File: config.mk
export PLATFORM = sky130hd
export DESIGN_NAME = mpmc11_app_cmd_gen
export DESIGN_NICKNAME = d
export VERILOG_FILES = /design/src/rtl/mpmc11_app_cmd_gen.sv
export SDC_FILE = /design/constraint.sdc
export NUM_CORES = 1
export LEC_CHECK = 0
export CORE_AREA = 2 2 99 101
export DETAILED_ROUTE_END_ITERATION = 8
export DIE_AREA = 0 0 101 103
export GPL_TIMING_DRIVEN = 0
export PLACE_DENSITY = 0.84
export SLEW_MARGIN = 20
export SYNTH_ARGS = -nofsm -noshare
export SYNTH_HDL_FRONTEND = slang
export SYNTH_SLANG_ARGS = --single-unit
File: constraint.sdc
create_clock -name clk -period 4.5 [get_ports clk]
set_input_delay 1.125 -clock clk [delete_from_list [all_inputs] [get_ports clk]]
set_output_delay 1.125 -clock clk [all_outputs]
set_load 0.03 [all_outputs]
File: src/rtl/mpmc11_app_cmd_gen.sv
// mpmc11 MIG command issuer: per-beat app_en/app_cmd/app_addr
// stream with read-return counting and completion pulse.
module mpmc11_app_cmd_gen #(
  parameter int ADDR_W   = 29,
  parameter int ADDR_INC = 8
) (
  input  logic              clk,
  input  logic              rstn,
  input  logic              start,
  input  logic              cmd_rd,
  input  logic [ADDR_W-1:0] base_addr,
  input  logic [7:0]        burst_len,
  input  logic              abort,
  input  logic              app_rdy,
  input  logic              app_wdf_rdy,
  input  logic              app_rd_data_valid,
  output logic              app_en,
  output logic [2:0]        app_cmd,
  output logic [ADDR_W-1:0] app_addr,
  output logic              wdata_req,
  output logic              busy,
  output logic              done,
  output logic [7:0]        cmd_cnt,
  output logic [8:0]        rd_cnt
);

  typedef enum logic [1:0] {
    IDLE    = 2'd0,
    CMD     = 2'd1,
    WAIT_RD = 2'd2,
    DONE    = 2'd3
  } state_t;

  state_t      state;
  state_t      state_nxt;
  logic        cmd_rd_q;
  logic [7:0]  len_q;
  logic [8:0]  exp_q;
  logic        abort_q;
  logic        acc;
  logic        last;
  logic [8:0]  rd_nxt;

  assign acc       = app_en & app_rdy & (cmd_rd_q | app_wdf_rdy);
  assign last      = (cmd_cnt == len_q) | abort_q | abort;
  assign rd_nxt    = rd_cnt + {8'd0, app_rd_data_valid};
  assign wdata_req = acc & ~cmd_rd_q;
  assign busy      = (state != IDLE);
  assign done      = (state == DONE);

  // State register
  always_ff @(posedge clk or negedge rstn) begin
    if (!rstn) state <= IDLE;
    else       state <= state_nxt;
  end

  // Next-state: a read waits for all beats to return,
  // reads returned early are already in rd_cnt
  always_comb begin
    state_nxt = state;
    unique case (state)
      IDLE:    if (start) state_nxt = CMD;
      CMD:     if (acc && last)
                 state_nxt = cmd_rd_q ? WAIT_RD : DONE;
      WAIT_RD: if (rd_nxt >= exp_q) state_nxt = DONE;
      DONE:    state_nxt = IDLE;
      default: state_nxt = IDLE;
    endcase
  end

  // Burst datapath: command registers, counters, abort flag
  always_ff @(posedge clk or negedge rstn) begin
    if (!rstn) begin
      app_en   <= 1'b0;
      app_cmd  <= 3'b000;
      app_addr <= '0;
      cmd_rd_q <= 1'b0;
      len_q    <= 8'd0;
      exp_q    <= 9'd0;
      abort_q  <= 1'b0;
      cmd_cnt  <= 8'd0;
      rd_cnt   <= 9'd0;
    end else begin
      unique case (state)
        IDLE: begin
          if (start) begin
            cmd_rd_q <= cmd_rd;
            len_q    <= burst_len;
            cmd_cnt  <= 8'd0;
            rd_cnt   <= 9'd0;
            abort_q  <= 1'b0;
            app_en   <= 1'b1;
            app_addr <= base_addr;
            app_cmd  <= {2'b00, cmd_rd};
          end
        end
        CMD: begin
          if (abort) abort_q <= 1'b1;
          if (app_rd_data_valid) rd_cnt <= rd_nxt;
          if (acc) begin
            app_addr <= app_addr + ADDR_W'(ADDR_INC);
            cmd_cnt  <= cmd_cnt + 8'd1;
            if (last) begin
              app_en <= 1'b0;
              exp_q  <= {1'b0, cmd_cnt} + 9'd1;
            end
          end
        end
        WAIT_RD: begin
          if (app_rd_data_valid) rd_cnt <= rd_nxt;
        end
        DONE: begin
        end
        default: begin
        end
      endcase
    end
  end

endmodule

==> out/summary.txt, run 1 <==
Power density relative to cell area: 261 nW/um^2
Total number of vias: 3702
FF/Latch Area: 1700 um^2
Starting utilization of the core area: 0.431
Post-DP HPWL: 8.04 mm
Combined area of all synthesized cells: 4080 um^2
Final critical delay including setup and external delays: 4110 ps
RD Place Congestion: 0.893
Hold Fails Final Rpt: 0
RSZ-0062 raised after global routing: false
Die Area: 10400 um^2
Die outline width: 101 um
Type of the setup path with the least slack: in -> reg
Leakage power of the design: 2.37 nW
Number of antenna repair diodes: 0
Most frequent standard cell in the layout excluding fill and tap cells: clkdlybuf4s50_1
Element type at the critical path start: primary input
Worst path buffer plus inverter count: 1
Async set-reset flop share out of synthesis: 1.00
Worst clock skew: 9.51 ps
Post-Synthesis Cells: 426
Fraction of the cycle the final worst path needs: 0.914
Cell at the root of the clock tree: clkbuf_8
Endpoint of the lowest-slack register-to-register path: state[1]
Slew HR: 0.524
Post-CTS repair timing setup buffer count: 0
Post-route cell area: 5400 um^2
Detailed Route WL: 10.9 mm
Slew at the pin with the worst max-slew slack: 711 ps
Final critical-path setup slack: 386 ps
Total of fill cells in the finished design: 805
Count of boundary I/O pins: 98
TritonRoute pass-1 iters: 5
Number of instances resized during post-cts repair: 0
Hold Crit Depth: 2
Family of cells with the greatest summed delay on the critical path: simple AND/OR/NAND/NOR gates
Final core utilization: 0.571
Top routing layer in use: met4
Total overflow reported by the global router: 0
Max clock buf depth: 2
Instance area at placement: 5180 um^2
Required time at the worst-slack endpoint: 4740 ps
Post-synth cell types: 57
Die extent in y: 103 um
Peak clock frequency supported by timing: 0.243 GHz
Clock slew at the register clock pins of the worst setup and hold paths: 80 ps
Post-detailed-route via-to-cell ratio: 5.68
Number of port buffers: 94
Residual antenna-violating net count after detailed routing: 0
Std cell rows: 36
# Max-Cap Violations: 0
Worst Reg-to-Reg Cells: 12
Post-route DRC: 0
Final Setup Violations: 0
Clock insertion delay at the later pin of the skew report: 350 ps
Most area-hungry cell type in the Yosys netlist: dfrtp_1
Arrival @ worst endpoint: 4350 ps
# clock sinks: 68
Detailed route wirelength on metal2: 5.42 mm
RR Startpoint: rd_cnt[0]
Number of nets at the end of the flow: 595
Number of flops mapped to enable cells by yosys: 0
Number of antenna violations at the first check in global routing: 0
Most frequent cells in the layout: clkdlybuf4s50_1, dfrtp_1, nand2_1
Cell seen most often among critical-path stages: ha_1
Top_reg_cell synth: dfrtp_1
Total global-route track usage: 0.214
Chain of cells forming the critical path: clkdlybuf4s50_1, ha_1, ha_1, nand3_1, nor2_1, nand3_1, xnor2_1, ha_1, and3_1, a221o_1, a31oi_1, nor2_1, mux2_2
CTS tree: built
Routed met1 length: 4.60 mm
Area growth from synthesis to final layout: 32.5%
Max Transition Viols Final: 0
Multi-input combinational cell area: 2170 um^2
YS warnings: 0
Highest fanout seen on the critical path: 4
Average cell area after synthesis: 9.57 um^2
Slowest-stage cell, CP: clkdlybuf4s50_1
TritonCTS Buffers: 9
R2r setup slk: 1360 ps
Minimum setup slack after placement: 147 ps
Count of state elements after synthesis: 68
Post-Route Setup TNS: 0 ps
Run status: finished clean
Endpoint of the worst hold-timing path: exp_q[0]
Type of the most critical hold path: reg -> reg
Placeable core region: 9460 um^2
Maximum number of pins on one net before global-route repair: 37
Vias in the first global route: 3591
Met3 wire len: 566 um
Type of element capturing the critical path: flop
Portion of synthesized cell area occupied by the leading cell type: 0.418
Number of DRC markers in iteration 0: 203
Post-DR wirelength/cell: 16.7 um
Worst vdd ir: 0.152 mV
Fraction of layout cells with a size suffix above 1: 0.128
Global-route wire length before repair: 17.6 mm
Share of synthesized area occupied by flip-flops and latches: 0.418
Top cells by area, synth: dfrtp_1, ha_1, o21ai_0
Startpoint of the tightest hold check path: exp_q[0]
Slowest stage delay, CP: 550 ps
Post-CTS Hold Buffers: 0
Deepest level of the CTS H-tree: 3
-- synth_stat cells, types with 2 or more instances --
| cell | n |
|---|---|
| o21ai_0 | 37 |
| mux2_2 | 14 |
| nor3_1 | 3 |
| o22ai_1 | 19 |
| and4_4 | 2 |
| nand3_1 | 18 |
| o21ai_1 | 3 |
| and3_4 | 2 |
| nor2_2 | 2 |
| buf_2 | 5 |
| and3_1 | 14 |
| ha_1 | 17 |
| buf_6 | 6 |
| a31oi_1 | 2 |
| nand4_1 | 5 |
| nand2_2 | 2 |
| a22o_1 | 6 |
| nand2_1 | 39 |
| nand2b_1 | 5 |
| nor2b_1 | 3 |
| clkbuf_1 | 4 |
| xor2_1 | 6 |
| nand4_2 | 2 |
| buf_4 | 4 |
| xnor2_1 | 19 |
| a21oi_1 | 34 |
| dfrtp_1 | 68 |
| o211ai_1 | 2 |
| and3_2 | 2 |
| nor2_1 | 25 |
| a21o_1 | 3 |
| o31ai_1 | 5 |
| mux2i_1 | 10 |
| inv_1 | 15 |
-- worst max-delay path by stage --
stage / startpoint / endpoint / slack (ps) / cells after the start
3_5_place_dp: app_rd_data_valid / state[1] / 150 / 13
3_3_place_gp: rstn / app_addr[12] / -30 / 1
6_report: app_rd_data_valid / state[1] / 390 / 13
2_1_floorplan: app_rd_data_valid / state[1] / 920 / 12
5_1_grt: app_rd_data_valid / state[1] / 180 / 13
4_1_cts: app_rd_data_valid / state[1] / 470 / 13
-- routing by layer --
metal | GRT usage | vias to the layer above
met5 | 0 | -
met4 | 0.101 | 0
met3 | 0.0285 | 27
met2 | 0.354 | 127
met1 | 0.281 | 1797
li1 | - | 1751
-- metrics by stage --
step	total power [mW]	instances	hold slack, ps
detailed placement	0.841	636	481
floorplan	0.740	427	450
finish	1.41	652	504
global route	1.46	652	529
CTS	1.41	652	504
global placement	0.833	635	466
-- flip-flops by register name (all words and copies together), names as in the netlist --
name      count
app_addr     29
exp_q         9
rd_cnt        9
cmd_cnt       8
len_q         8
state         2
abort_q       1
app_en        1
cmd_rd_q      1
-- layout make-up --
type	instances	area share
buffer	20	0.0280
inverter	15	0.0104
clock buffer	9	0.0229
sequential	68	0.315
tap	114	0.0264
timing repair buffer	95	0.177
clock inverter	7	0.0181
multi-input combinational	324	0.402
-- worst register-to-register path, stage by stage (launching register included) --
cell,delay (ps)
dfrtp_1,380
ha_1,190
ha_1,230
nand3_1,140
nor2_1,280
nand3_1,140
xnor2_1,220
ha_1,280
and3_1,220
a221o_1,370
a31oi_1,210
nor2_1,100
mux2_2,280
-- logic make-up after synthesis --
logic type,count (synthesis),share of synthesized area
AO/OA/AOI/OAI,123,0.187
XOR/XNOR,25,0.0537
adder cells (fa/ha/maj),17,0.0522
buffers and inverters,35,0.0510
flip-flops,68,0.418
multiplexers,24,0.0632
other,1,0.000920
AND/OR/NAND/NOR,133,0.175
-- power by group --
group | internal [mW] | switching [mW]
Sequential | 0.625 | 0.0216
Combinational | 0.0936 | 0.0917
Clock | 0.315 | 0.262
(Power assumes the default switching activity.)
==> run 2: changes to the inputs <==
--- a/config.mk
+++ b/config.mk
@@ -5,6 +5,7 @@
 export SDC_FILE = /design/constraint.sdc
 export NUM_CORES = 1
 export LEC_CHECK = 0
+export CAP_MARGIN = 20
 export CORE_AREA = 2 2 99 101
 export DETAILED_ROUTE_END_ITERATION = 8
 export DIE_AREA = 0 0 101 103
==> results of run 2 <==
Same layout as run 1: the final DEF is identical, and so are final timing and power.
